--- config.mk ---
export PLATFORM = sky130hd
export DESIGN_NAME = sm3_msg_expand
export DESIGN_NICKNAME = d
export VERILOG_FILES = /design/src/rtl/sm3_pkg.sv /design/src/rtl/sm3_expnd_word.sv /design/src/rtl/sm3_msg_expand.sv
export SDC_FILE = /design/constraint.sdc
export NUM_CORES = 1
export LEC_CHECK = 0
export ABC_CLOCK_PERIOD_IN_PS = 2250
export CAP_MARGIN = 5
export CORE_AREA = 8 8 281 283
export CTS_CLUSTER_SIZE = 16
export DETAILED_ROUTE_END_ITERATION = 6
export DIE_AREA = 0 0 289 291
export GPL_TIMING_DRIVEN = 0
export RECOVER_POWER = 25
export SLEW_MARGIN = 10
export SYNTH_ARGS = -nofsm -noshare
export SYNTH_HDL_FRONTEND = slang
export SYNTH_SLANG_ARGS = --single-unit
--- constraint.sdc ---
create_clock -name clk -period 2.25 [get_ports clk]
set_input_delay 0.5625 -clock clk [delete_from_list [all_inputs] [get_ports clk]]
set_output_delay 0.5625 -clock clk [all_outputs]
set_load 0.02 [all_outputs]
--- src/rtl/sm3_pkg.sv ---
// SM3 message expansion shared types, constants and the P1 permutation.
package sm3_pkg;

  typedef logic [31:0] word_t;

  typedef enum logic {
    IDLE = 1'b0,
    RUN  = 1'b1
  } state_t;

  localparam int SM3_ROUNDS = 64;
  localparam int SM3_WIN    = 16;

  localparam int unsigned ROT_A = 15;
  localparam int unsigned ROT_B = 7;
  localparam int unsigned ROT_C = 23;

  function automatic word_t rotl(input word_t x, input int unsigned n);
    return (x << n) | (x >> (32 - n));
  endfunction

  function automatic word_t p1(input word_t x);
    return x ^ rotl(x, ROT_A) ^ rotl(x, ROT_C);
  endfunction

endpackage

--- src/rtl/sm3_expnd_word.sv ---
// SM3 next-word generator: W[j+16] from five words of the sliding window.
module sm3_expnd_word
  import sm3_pkg::*;
(
  input  logic [31:0] w0,
  input  logic [31:0] w3,
  input  logic [31:0] w7,
  input  logic [31:0] w10,
  input  logic [31:0] w13,
  output logic [31:0] w16
);

  word_t pre;

  assign pre = w0 ^ w7 ^ rotl(w13, ROT_A);
  assign w16 = p1(pre) ^ rotl(w3, ROT_B) ^ w10;

endmodule

--- src/rtl/sm3_msg_expand.sv ---
// SM3 message expansion: 512-bit block in, 64 (W_j, W'_j) pairs out.
// Define SM3_EXPND_OREG_EN to register every output.
module sm3_msg_expand
  import sm3_pkg::*;
(
  input  logic         clk,
  input  logic         rst_n,
  input  logic         blk_valid,
  output logic         blk_ready,
  input  logic [511:0] blk_data,
  output logic         w_valid,
  input  logic         w_ready,
  output logic [31:0]  w_j,
  output logic [31:0]  wp_j,
  output logic [5:0]   w_idx,
  output logic         w_last,
  output logic         busy
);

  state_t     state;
  state_t     state_nx;
  word_t      win [SM3_WIN];
  logic [5:0] j;
  word_t      w_new;
  logic       accept;
  logic       src_valid;
  logic       src_fire;
  logic       src_end;
  logic       fin;

  assign blk_ready = (state == IDLE);
  assign busy      = (state == RUN);
  assign accept    = blk_valid && blk_ready;
  assign src_end   = (j == 6'(SM3_ROUNDS - 1));

  sm3_expnd_word u_word (
    .w0  (win[0]),
    .w3  (win[3]),
    .w7  (win[7]),
    .w10 (win[10]),
    .w13 (win[13]),
    .w16 (w_new)
  );

`ifdef SM3_EXPND_OREG_EN
  logic src_done;
  logic adv;

  // The stage refills whenever it is empty or being drained.
  assign src_valid = busy && !src_done;
  assign adv       = !w_valid || w_ready;
  assign src_fire  = src_valid && adv;
  assign fin       = w_valid && w_ready && w_last;

  always_ff @(posedge clk or negedge rst_n) begin
    if (!rst_n) begin
      src_done <= 1'b0;
      w_valid  <= 1'b0;
      w_j      <= '0;
      wp_j     <= '0;
      w_idx    <= '0;
      w_last   <= 1'b0;
    end else begin
      if (accept)
        src_done <= 1'b0;
      else if (src_fire && src_end)
        src_done <= 1'b1;
      if (adv) begin
        w_valid <= src_valid;
        w_last  <= src_valid && src_end;
        if (src_valid) begin
          w_j   <= win[0];
          wp_j  <= win[0] ^ win[4];
          w_idx <= j;
        end
      end
    end
  end
`else
  assign src_valid = busy;
  assign src_fire  = src_valid && w_ready;
  assign fin       = src_fire && src_end;

  assign w_valid = src_valid;
  assign w_j     = win[0];
  assign wp_j    = win[0] ^ win[4];
  assign w_idx   = j;
  assign w_last  = src_valid && src_end;
`endif

  always_ff @(posedge clk or negedge rst_n) begin
    if (!rst_n)
      state <= IDLE;
    else
      state <= state_nx;
  end

  always_comb begin
    state_nx = state;
    unique case (1'b1)
      accept:  state_nx = RUN;
      fin:     state_nx = IDLE;
      default: state_nx = state;
    endcase
  end

  // Window keeps sliding past j=48 so W64..W67 exist for wp_j.
  always_ff @(posedge clk or negedge rst_n) begin
    if (!rst_n) begin
      for (int i = 0; i < SM3_WIN; i++)
        win[i] <= '0;
      j <= '0;
    end else if (accept) begin
      for (int i = 0; i < SM3_WIN; i++)
        win[i] <= blk_data[511 - 32*i -: 32];
      j <= '0;
    end else if (src_fire) begin
      for (int i = 0; i < SM3_WIN - 1; i++)
        win[i] <= win[i+1];
      win[SM3_WIN-1] <= w_new;
      j <= j + 6'd1;
    end
  end

endmodule

Word level (Yosys, flattened, before mapping) --
Cells that the tools add are included.
Storage, ports and cells: register bits 519, word-level logic and storage cells 43, memories kept 0, bits in latches 0, bits of input ports 516, bits in writable memories 0, bits in read-only memories 0, output and inout bits 74
Operators by class: reductions and logical operators 6, bitwise logic cells 12, $add $sub $neg 1, shift operators 0, divide/modulo/power cells 0, magnitude comparators 0, mux-type cells 5, multipliers 0, eq/ne operators 1
Operator list (number):
- 512-bit two-way mux | 2
- 32-bit XOR | 7
- 32-bit by 15-bit bitwise OR with 32-bit output | 2
- 32-bit by 23-bit bitwise OR with 32-bit output | 1
- 32-bit by 7-bit bitwise OR with 32-bit output | 1
- 6-bit two-way mux | 2
- 6-bit by 1-bit adder with 6-bit output (second input constant) | 1
- 6-bit == test (second input constant) | 1
- 1-bit logical AND | 4
- 2-bit nonzero test | 2
- 1-bit one-hot mux with 2 select lines | 1
- 1-bit inverter | 1

Logic depth before layout (Yosys ltp) --
Gate-level depths: netlist (run 1).
depth in word-level cells 9, depth in mapped cells 7, mapped depth without buffers 4

Hierarchy --
Synthesis (run 1) repeated with hierarchy kept, for this count alone.
Unflattened totals: cells, all modules 3050, area, all modules 25635.8 µm²
By module, submodules not included:
- sm3_msg_expand | cells each 2890, area an instance 23762.8 µm², sequential area each 12987.5 µm², instances 1
- sm3_expnd_word | cells each 160, area an instance 1873.0 µm², sequential area each 0.0 µm², instances 1

Least setup slack after synthesis (run 1) --
OpenSTA, ideal clock, no wires.
path kind flip-flop to output port, from register state (netlist: busy), to output w_last, path buffers 2, setup slack 0.402 ns, stages on the path, launching flop included 5, arrival 1.286 ns, required time 1.688 ns, path through dfrtp_1 clkbuf_8 clkbuf_1 nand2_1 nor2_1
On the way: longest elaborated chain between the ends 1
RTL lines:
- start, declared | line sm3_msg_expand.sv:20 | state_t state;
- start signal, assigned | line sm3_msg_expand.sv:95 | state <= state_nx;
- 1-bit logical AND | line sm3_msg_expand.sv:88 | assign w_last = src_valid && src_end;
- end, declared | line sm3_msg_expand.sv:16 | output logic w_last,
Every way passes these cells.

Worst setup path in the final report (run 1) --
from register win (netlist bit w_j[3]), to output wp_j[3]
On the way: longest elaborated chain between the ends 1
RTL lines:
- start, declared | line sm3_msg_expand.sv:22 | word_t win [SM3_WIN];
- start signal, assigned by index | line sm3_msg_expand.sv:115 | win[i] <= blk_data[511 - 32*i -: 32];
- start signal, assigned by index | line sm3_msg_expand.sv:119 | win[i] <= win[i+1];
- start signal, assigned by index | line sm3_msg_expand.sv:120 | win[SM3_WIN-1] <= w_new;
- 32-bit XOR | line sm3_msg_expand.sv:86 | assign wp_j = win[0] ^ win[4];
- end, declared | line sm3_msg_expand.sv:14 | output logic [31:0] wp_j,
Every way passes these cells.

==> results.txt, run 1 <==
The flow ran to the end, and the final reports show no timing, DRC or antenna violations. The buffering stage count on the worst path with inverters included is 1. The clock edge transition at the registers on the reported setup and hold paths is 70 ps. Setup violations remaining at the end of the flow were counted as 0. STA classifies the critical path startpoint as a flop.

The floorplan step defined a core boundary enclosing 74800 µm². The via count of the first global-routing pass came out at 25800. The critical path runs through a total of 2 cells.

The critical path in this run is classified as flop to output port. The largest single stage delay on the critical path is 510 ps. The first-pass detailed-route iteration total is 7. The final hold violation count was 0.

The instance count after placement with tap cells included is 4622. The remaining design rule violation count came out at 0. The residual overflow from global routing came out at 0. The number of warnings printed during yosys synthesis came out at 0. The most used flip-flop cell after synthesis is dfrtp_1. The tightest hold path in the finished design has a slack of 2.68 ps. The synthesized flop and latch total came out at 519. The fraction of final layout cells sized beyond drive strength 1 came out at 0.100.

A synthesized cell averages 8.47 µm². The floorplan step defined a die boundary enclosing 84100 µm². The count of flip-flops with a built-in enable after synthesis is 0. The die height is 291 µm.

The netlist area before placement came out at 25900 µm². The placed wire-length estimate after detailed placement came out at 101 mm. The ratio of routed vias to standard cells is 5.34.

The period utilization is 0.993. At the end of routability-driven placement, the weighted congestion stood at 0.943. The internal power consumption came out at 26.8 mW. The sequential power share came out at 0.377.

The initialized floorplan defines 101 standard-cell rows. Along the worst path, the maximum fanout reaches 4. The TritonCTS clock tree is yes. The finished cells cover 35500 µm².

The worst slew margin relative to its limit is 0.460. The x dimension of the die is 289 µm. In the synthesized netlist, the number of instances is 3052. The post-detailed-route wirelength per cell is 26.5 µm. The initial core utilization is 0.346.

Hold repair after CTS inserted 0 buffers. Entering global routing, the biggest net connects 109 pins. The tree is rooted in a clkbuf_16. The quantity of I/O buffers inserted on ports came out at 588. For this run, asynchronously set or reset flops after synthesis account for 1.00. The pin slew with the least headroom to its limit is 811 ps. No sink is reached through more buffers than the 3 on the longest clock path.

The net switching power came out at 18.2 mW. The number of nets still failing antenna checks after routing is 0. The total cell area at the placement stage is 33100 µm². The largest vdd supply drop came out at 0.889 mV.

The number of violations of the max-capacitance limit is 0. The area growth from synthesis to layout is 37.1%. The proportion of total power due to net switching is 0.404. The leakage component of the power is 15.7 nW. The worst setup margin came out at 14.7 ps. The H-tree depth reported by CTS came out at 2. CTS saw 519 sinks. The worst clock skew on the final layout came out at 19.9 ps. The net count of the mapped netlist is 3569. The final route contains 25500 vias.

The maximum clock frequency is 0.447 GHz. The number of nets in the layout is 4265. For this block, the initial DRC count from the detailed router was 2373. The clock power share is 0.215. The data required time at the worst endpoint is 1690 ps. The power share of the combinational group came out at 0.408.

The final-report max-slew violation count is 0. The number of filler instances in the final layout came out at 7368. The power density over the cells is 1270 nW/µm².

Among all stages on the critical path, the largest delay is contributed by dfrtp_2. In this design, the largest share of critical-path delay is due to flip-flops. The distinct cell type count after synthesis came out at 37.

Of the synthesized area, sequential elements account for 0.502. Summed over all layers, the routed wires come to 127 mm. The final cell count without fillers is 4779. The number of CTS-inserted buffers came out at 57. The clock period minus worst slack is 2240 ps. The clock latency of the later-clocked register in the worst-skew pair is 610 ps.

The initial antenna violation count came out at 11. The total global routing track utilization is 0.291. The number of placed I/O pins is 590. The path class of the lowest-slack min-delay path is primary input to asynchronous set/reset pin. The worst setup slack before clock tree synthesis is -1050 ps. The worst reg-to-reg path cell count came out at 6.

Traced cell by cell, the critical path runs through xor2_1 > clkdlybuf4s15_1. The first global-routing pass estimated 179 mm of wire. The data arrival at the endpoint of the critical path is 1670 ps. STA classifies the critical path endpoint as an output port.
Yosys cell counts (2+ instances only):
cell type	n	share of area
nand2_1	984	0.14
dfrtp_1	519	0.50
nor2_1	503	0.073
a31oi_1	481	0.12
clkbuf_1	117	0.017
xnor2_1	88	0.030
buf_2	81	0.016
xor2_1	74	0.025
buf_4	33	0.0096
buf_1	23	0.0033
a211oi_1	20	0.0058
a221oi_1	20	0.0068
nor2b_1	14	0.0034
xnor3_2	14	0.013
xnor3_1	12	0.010
a21oi_1	9	0.0017
and3_1	9	0.0022
clkbuf_8	9	0.0048
and2b_2	6	0.0020
xnor3_4	6	0.0061
o21ai_0	5	0.00097
mux2i_1	3	0.0012
nand3b_1	3	0.00087
nand4_1	3	0.00073
o221ai_1	3	0.0010
nand3_1	2	0.00039
metrics by stage:
step	total power, mW	setup TNS (ps)	utilization
after floorplan	26.1	0	-
final	45.0	0	0.474
after CTS	45.0	-30.4	0.473
after global placement	34.9	-	0.441
after detailed placement	35.1	-361020	0.442
after global routing	46.7	-17.1	0.474
cell usage in the layout (no fill, tap or decap), types with 3 or more instances in the layout:
cell | Yosys | routed
dlymetal6s2s_1 | 1 | 4
clkdlybuf4s15_2 | 0 | 6
xnor3_2 | 14 | 14
clkbuf_8 | 9 | 28
o21ai_0 | 5 | 5
o221ai_1 | 3 | 3
nor2b_1 | 14 | 14
a31oi_1 | 481 | 481
clkbuf_1 | 117 | 105
and3_1 | 9 | 9
mux2i_1 | 3 | 3
nand2_1 | 984 | 983
a21oi_1 | 9 | 9
xnor3_4 | 6 | 6
nand3b_1 | 3 | 3
xnor3_1 | 12 | 12
clkinv_2 | 0 | 6
buf_2 | 81 | 91
clkbuf_2 | 0 | 27
buf_1 | 23 | 21
a211oi_1 | 20 | 20
clkbuf_16 | 0 | 59
dfrtp_1 | 519 | 484
and2b_2 | 6 | 6
a221oi_1 | 20 | 20
buf_16 | 0 | 4
clkdlybuf4s15_1 | 0 | 4
diode_2 | 0 | 8
nor2_1 | 503 | 503
nand4_1 | 3 | 3
xnor2_1 | 88 | 88
buf_12 | 0 | 4
xor2_1 | 74 | 71
dlygate4sd2_1 | 0 | 41
buf_4 | 33 | 77
clkdlybuf4s50_1 | 0 | 517
dfrtp_2 | 0 | 35
kinds of logic (layout without fill, tap and decap cells):
family          after synthesis  after routing  share of synthesized area
compound gates              541            541                      0.134
xor+xnor                    194            194                     0.0843
fa+ha+maj                     1              1                   0.000484
buf+inv                     267           1008                     0.0518
flops                       519            519                      0.502
mux                           3              3                    0.00116
other cells                   0              8                          0
simple gates               1527           1527                      0.226
sequential cells by signal, indices dropped and copies added (netlist names):
name	flops
win	480
w_idx	6
busy	1
w_j	32
final cells by class:
type / instances / area [µm²] / share of cell area
sequential: 519 / 13000 / 0.368
multi-input combinational: 2266 / 11600 / 0.327
timing repair buffer: 637 / 6270 / 0.177
clock buffer: 90 / 1780 / 0.0503
buffer: 266 / 1390 / 0.0391
tap: 978 / 1220 / 0.0345
clock inverter: 14 / 140 / 0.00395
antenna: 8 / 20.0 / 0.000565
inverter: 1 / 3.75 / 0.000106
metal layers:
layer  part of all wire  vias to the layer above  wire length, µm  global-route usage
li1                   -                    11600                -                   -
met1               0.41                    12500            52000               0.375
met2               0.47                     1178            59800               0.484
met3              0.071                      221             8990              0.0459
met4              0.047                        4             5900               0.121
met5            0.00025                        -               32                   0
power groups by stage:
stage | clock [mW] | combinational [mW] | sequential [mW]
final | 9.67 | 18.3 | 17.0
after global routing | 10.1 | 19.5 | 17.1
after CTS | 9.74 | 18.4 | 16.8
after detailed placement | 0 | 17.7 | 17.3
after global placement | 0 | 17.6 | 17.3
after floorplan | 0 | 11.5 | 14.6
final timing paths:
check,to,from,slack [ps]
setup / recovery,wp_j[3],w_j[3],10
hold / removal,win[333],rst_n,3
setup reg to reg,win[1],w_j[1],100
hold reg to reg,w_idx[5],w_idx[5],530
max in group asynchronous,win[81],rst_n,590
min in group clk,win[2],w_ready,330
repair_timing:
item / CTS / global route
cloned: 0 / 0
setup endpoints to repair: 559 / 265
resized for setup: 177 / 56
setup buffers: 43 / 2
(Power assumes the default switching activity.)
==> run 2: changes to the inputs <==
--- a/config.mk
+++ b/config.mk
@@ -5,10 +5,9 @@
 export SDC_FILE = /design/constraint.sdc
 export NUM_CORES = 1
 export LEC_CHECK = 0
-export ABC_CLOCK_PERIOD_IN_PS = 2250
+export ABC_CLOCK_PERIOD_IN_PS = 2700
 export CAP_MARGIN = 5
 export CORE_AREA = 8 8 281 283
-export CTS_CLUSTER_SIZE = 16
 export DETAILED_ROUTE_END_ITERATION = 6
 export DIE_AREA = 0 0 289 291
 export GPL_TIMING_DRIVEN = 0
==> constraint.sdc (replaced) <==
create_clock -name clk -period 2.7 [get_ports clk]
set_input_delay 0.675 -clock clk [delete_from_list [all_inputs] [get_ports clk]]
set_output_delay 0.675 -clock clk [all_outputs]
set_load 0.02 [all_outputs]
==> results.txt, run 2 (synthesized netlist as in run 1, its figures left out) <==
The run finished with clean final reports. The floorplan step set the die width to 289 µm. The path class of the lowest-slack min-delay path is primary input to asynchronous set/reset pin. The fraction of final layout cells sized beyond drive strength 1 is 0.0755.

The ratio of routed vias to standard cells came out at 5.34. The setup slack of the worst register-to-register path is 260 ps. The number of flip-flops under the largest register name is 480.

The origin of the critical flop-to-flop path is busy. The cell sitting at the root of the clock tree is a clkbuf_16. Timing would allow up to 0.376 GHz.

The remaining design rule violation count came out at 0. Walking the worst path, the cells encountered are xor2_1 > clkdlybuf4s50_1. In this run the vertical extent of the chip is 291 µm. The worst-case IR drop observed on VDD is 0.735 mV. TritonCTS built the clock tree. The H-tree depth reported by CTS came out at 2. The area growth from synthesis to layout is 35.6%.

The first global-routing pass estimated 177 mm of wire. The largest registers in the layout are win x480, w_j x32, w_idx x6. Max-cap violations in this run came to 0.

The total global routing track utilization is 0.289. The number of buffers inserted by hold repair at cts came out at 0. The worst setup path is captured at an output port. On the critical path, the stage with the largest delay is an instance of clkdlybuf4s50_1. The timing startpoint of the critical path is win[376]. The data arrival at the endpoint of the critical path came out at 1980 ps. The area of the die is 84100 µm². The worst setup path endpoint is wp_j[24]. The final setup violation count came out at 0. The pin slew with the least headroom to its limit is 1440 ps. The maximum buffer depth of the clock tree is 3. Dividing total power by cell area gives a power density of 1060 nW/µm². The number of placed I/O pins came out at 590. The worst register-to-register path has a depth of 6. The clock sink count is 519. The library cell used most frequently in the layout, excluding fill and tap cells, is nand2_1. The clock edge transition at the registers on the reported setup and hold paths is 60 ps. The final hold violation count is 0. Setup repair after global routing left no endpoint under its margin. The placed wire-length estimate after detailed placement is 101 mm. The initial utilization of the core area, before any placement, comes to 0.346.

The period utilization is 0.984. The setup TNS came out at 0 ps. Prior to clock tree synthesis, the placed netlist has a worst setup slack of -713 ps. In this run the critical register-to-register path is captured at win[336].

The critical path is of the flop to output port type. Counting flops per register, the top entry is win. Measured on the finished design, the core utilization comes to 0.468. The clock period minus worst slack came out at 2660 ps.

The number of CTS-inserted buffers is 57. The top cell types in the final layout, fill and taps aside, are 983 x nand2_1, 575 x clkdlybuf4s50_1, 503 x nor2_1. Once routing completed, OpenROAD measured the worst setup slack at 42.0 ps. The residual overflow from global routing came out at 0. The post-detailed-route wirelength per cell came out at 26.5 µm.

The data required time at the worst endpoint came out at 2030 ps. The clock latency of the later-clocked register in the worst-skew pair came out at 610 ps. The final-report max-slew violation count came out at 0.

The maximum number of pins on one net before global-route repair is 109. The total power came out at 37.3 mW. Summing over every cut layer, the via total after detailed routing is 25300.

The number of filler instances in the final layout came out at 7421. Input and output buffers added on the ports amount to 588. The worst clock skew on the final layout came out at 19.7 ps. In this run the static leakage power is 15.3 nW. The worst slew margin relative to its limit is 0.0368. The total length of routed wires is 126 mm. In this run the remaining antenna-violating nets after routing total 0.

The starting DRC count in detailed routing is 2242. The initial antenna violation count is 9. The via count of the first global-routing pass came out at 25700.

The first-pass detailed-route iteration total came out at 7. The final weighted congestion of routability-driven global placement is 0.943. The core footprint is 74800 µm². The number of nets in the layout is 4222. The highest fanout seen on the critical path is 3. The worst setup path is launched from a flop. The delay of the slowest cell on the worst path is 680 ps.

The initialized floorplan defines 101 standard-cell rows.
## run 2: cell types whose count changed in the layout (fill, tap and decap cells not counted), moves of 6 or more
cell,delta
clkdlybuf4s50_1,+58
buf_4,-43
dlygate4sd2_1,-30
clkbuf_2,-25
clkbuf_1,+22
buf_2,-10
clkdlybuf4s15_2,-6
dfrtp_1,+6
dfrtp_2,-6
## run 2: how the worst min path moves through the flow
stage               cells after the start        to  slack (ps)     start
finish                                  1  win[333]         420     rst_n
global route                            3    win[1]         420   w_ready
CTS                                     1  win[364]         120     rst_n
detailed placement                      1  w_idx[5]         510  w_idx[5]
global placement                        1  w_idx[5]         510  w_idx[5]
floorplan                               0      busy         380     rst_n
## run 2: per-layer routing
metal / wire (µm) / track usage / share of wire
met3: 8720 / 0.0450 / 0.069
met2: 58800 / 0.475 / 0.47
met4: 6220 / 0.124 / 0.049
met1: 51800 / 0.374 / 0.41
met5: 25 / 0 / 0.00020
## run 2: per-stage QoR
stage / instances / hold slack, ps / area (µm²)
finish: 4733 / 423 / 35000
global route: 4731 / 422 / 35000
CTS: 4728 / 122 / 35100
detailed placement: 4622 / 507 / 33100
global placement: 4618 / 509 / 33000
floorplan: 3052 / 379 / 25900
## run 2: critical path, delay by kind of cell, from the launching register on
kind	cells	cell delay, ps
buf+inv	1	680
flops	1	490
xor+xnor	1	200
## run 2: area by class of cell
type,instances,area [µm²],area share
tap,978,1220,0.0349
clock buffer,90,1780,0.0509
antenna,5,12.5,0.000357
multi-input combinational,2266,11500,0.329
buffer,266,1340,0.0382
sequential,519,13000,0.372
clock inverter,14,140,0.00400
inverter,1,3.75,0.000107
timing repair buffer,594,5980,0.171
## run 2: timing repair
item | CTS | global route
buffers inserted | 2 | 0
gates cloned | 0 | 0
gates resized for setup | 45 | 1
setup endpoints to repair | 81 | 1
## run 2: report_power, final
part           internal (mW)  switching, mW
sequential              10.6           3.90
combinational           7.01           7.78
clock                   4.70           3.36
==> run 3: changes to the inputs <==
--- a/config.mk
+++ b/config.mk
@@ -10,9 +10,10 @@
 export CORE_AREA = 8 8 281 283
 export DETAILED_ROUTE_END_ITERATION = 6
 export DIE_AREA = 0 0 289 291
-export GPL_TIMING_DRIVEN = 0
+export PLACE_DENSITY = 0.63
 export RECOVER_POWER = 25
 export SLEW_MARGIN = 10
 export SYNTH_ARGS = -nofsm -noshare
 export SYNTH_HDL_FRONTEND = slang
 export SYNTH_SLANG_ARGS = --single-unit
+export TNS_END_PERCENT = 50
==> results.txt, run 3 (synthesized netlist as in run 1, its figures left out) <==
The number of placed I/O pins is 590. The number of flip-flops under the largest register name is 480. The largest registers in the layout are win x480, w_j x32, w_idx x6. The final weighted congestion of routability-driven global placement came out at 0.888. The final-report max-slew violation count came out at 64. The synthesis-to-layout area growth is 36.2%.

The clock latency of the later-clocked register in the worst-skew pair came out at 610 ps. The initial antenna violation count came out at 27. The worst setup path is captured at an output port. The maximum clock frequency came out at 0.375 GHz. The die height came out at 291 µm. The maximum number of pins on one net before global-route repair is 83. The quantity of I/O buffers inserted on ports came out at 589.

The maximum buffer depth of the clock tree is 3. The initial utilization of the core area, before any placement, comes to 0.346. The number of nets in the layout is 4090.

The clock sink count came out at 519. The highest fanout seen on the critical path is 4. Setup total negative slack on the finished layout was measured at 0 ps. The largest single stage delay on the critical path is 650 ps. At the worst endpoint, the arrival time is 1990 ps.

After the first detailed-routing iteration, the DRC count stood at 2355. The floorplan step set the die width to 289 µm. The via count of the first global-routing pass came out at 24700. Setup repair after global routing left no endpoint under its margin. Summed over all cells, the static leakage comes to 15.4 nW. The clock edge transition at the registers on the reported setup and hold paths came out at 60 ps. In the final routed layout, each cell accounts on average for 26.0 µm. The fraction of final layout cells sized beyond drive strength 1 came out at 0.0758. The final cell count without fillers is 4610. The largest individual stage delay along the critical path comes from the cell clkdlybuf4s50_1.

STA classifies the critical path startpoint as a flop. The library cell used most frequently in the layout, excluding fill and tap cells, is nand2_1. The clock arrives with 13.7 ps of skew.

TritonCTS built the clock tree. The first global-routing pass estimated 170 mm of wire. The via count is 24700. The instance count after placement with tap cells included came out at 4489.

The library cells used most frequently in the layout, excluding fill and tap cells, are 983 x nand2_1, 572 x clkdlybuf4s50_1, 503 x nor2_1. The placed wire-length estimate after detailed placement came out at 94.6 mm. Walking the worst path, the cells encountered are xor2_1 > clkdlybuf4s50_1. The final hold violation count was 0. The data required time at the worst endpoint came out at 2030 ps. At the pin with the least slew margin, the transition time is 2130 ps. The worst hold path belongs to the class flop to flop.

The flow ran to the end, but the final reports show violations. Dividing the final minimum period by the clock period gives 0.986. The worst slew margin relative to its limit came out at -0.419. The count of nets left with antenna violations once routing finished came out at 0. The residual overflow from global routing came out at 0. The final reports fail on capacitance limit, slew limit.

The final setup violation count came out at 0. The register with the highest flop count is win. The largest vdd supply drop came out at 0.578 mV. The ratio of routed vias to standard cells came out at 5.35. In this run the power density over the cells is 1050 nW/µm². The clock tree root buffer cell is clkbuf_16.

The remaining design rule violation count came out at 0. The number of CTS-inserted buffers came out at 58. The setup path with the least slack is of type flop to output port. The core footprint is 74800 µm². The cell row count came out at 101. The H-tree depth reported by CTS came out at 2. The first-pass detailed-route iteration total is 6. The total length of routed wires came out at 120 mm. The number of violations of the max-capacitance limit came out at 1. The die covers 84100 µm².

The clock period minus worst slack is 2660 ps. The total global routing track utilization came out at 0.276.
-- run 3: cell count changes in the layout (fill, tap and decap cells not counted), moves of 12 or more --
cell,before,now
buf_4,34,79
buf_2,81,0
clkbuf_1,127,22
buf_1,23,0
diode_2,5,17
buf_12,1,47
clkbuf_8,28,12
-- run 3: cell type report --
type	instances	area, µm²
Fill cell	7384	39600
Sequential cell	519	13000
Multi-Input combinational cell	2266	11500
Timing Repair Buffer	727	7470
Clock buffer	87	1740
Tap cell	978	1220
Clock inverter	15	170
Antenna cell	17	42.5
Inverter	1	3.75
-- run 3: report_power, final --
part	switching, mW	leakage (nW)	total, mW	internal [mW]
Clock	3.34	0.926	8.05	4.72
Sequential	3.83	6.29	14.4	10.5
Combinational	7.63	8.19	14.6	7.02
Total	14.8	15.4	37.1	22.3
-- run 3: worst paths after layout --
path | startpoint | end | slack (ps) | cells past startpoint
worst max-delay path | w_j[17] | wp_j[17] | 40 | 2
worst min-delay path | w_idx[5] | w_idx[5] | 520 | 1
worst max register to register | w_j[17] | win[8] | 650 | 5
min in group asynchronous | rst_n | win[357] | 660 | 1
worst min register to register | w_idx[5] | w_idx[5] | 520 | 1
max in group asynchronous | rst_n | win[235] | 340 | 2
-- run 3: repair_timing --
item / 4_1_cts / 5_1_grt
setup endpoints to repair: 31 / 4
resized for setup: 37 / 4
hold buffers: 0 / 0
setup buffers: 2 / 0
-- run 3: per-layer routing --
| metal | track usage | up-vias | routed length [µm] |
|---|---|---|---|
| li1 | - | 11200 | - |
| met1 | 0.349 | 12200 | 48600 |
| met2 | 0.452 | 1030 | 57000 |
| met3 | 0.0605 | 203 | 8760 |
| met4 | 0.117 | 18 | 5240 |
| met5 | 0 | - | 116 |
-- run 3: metrics by stage --
step | utilization | hold slack [ps] | setup WS [ps] | instance area, µm² | power, mW
6_report | 0.471 | 523 | 36.8 | 35200 | 37.1
5_1_grt | 0.471 | 543 | 1.16 | 35200 | 38.7
4_1_cts | 0.471 | 54.9 | 1.23 | 35200 | 37.2
3_5_place_dp | 0.445 | 502 | 328 | 33300 | 29.2
3_3_place_gp | 0.445 | 501 | 359 | 33300 | 29.0
2_1_floorplan | - | 379 | 739 | 25900 | 21.7
-- run 3: worst max-delay path: cells and delay by family (launching register included) --
kind / cells / cell delay, ps
XOR/XNOR: 1 / 190
buffers and inverters: 1 / 650
flip-flops: 1 / 540
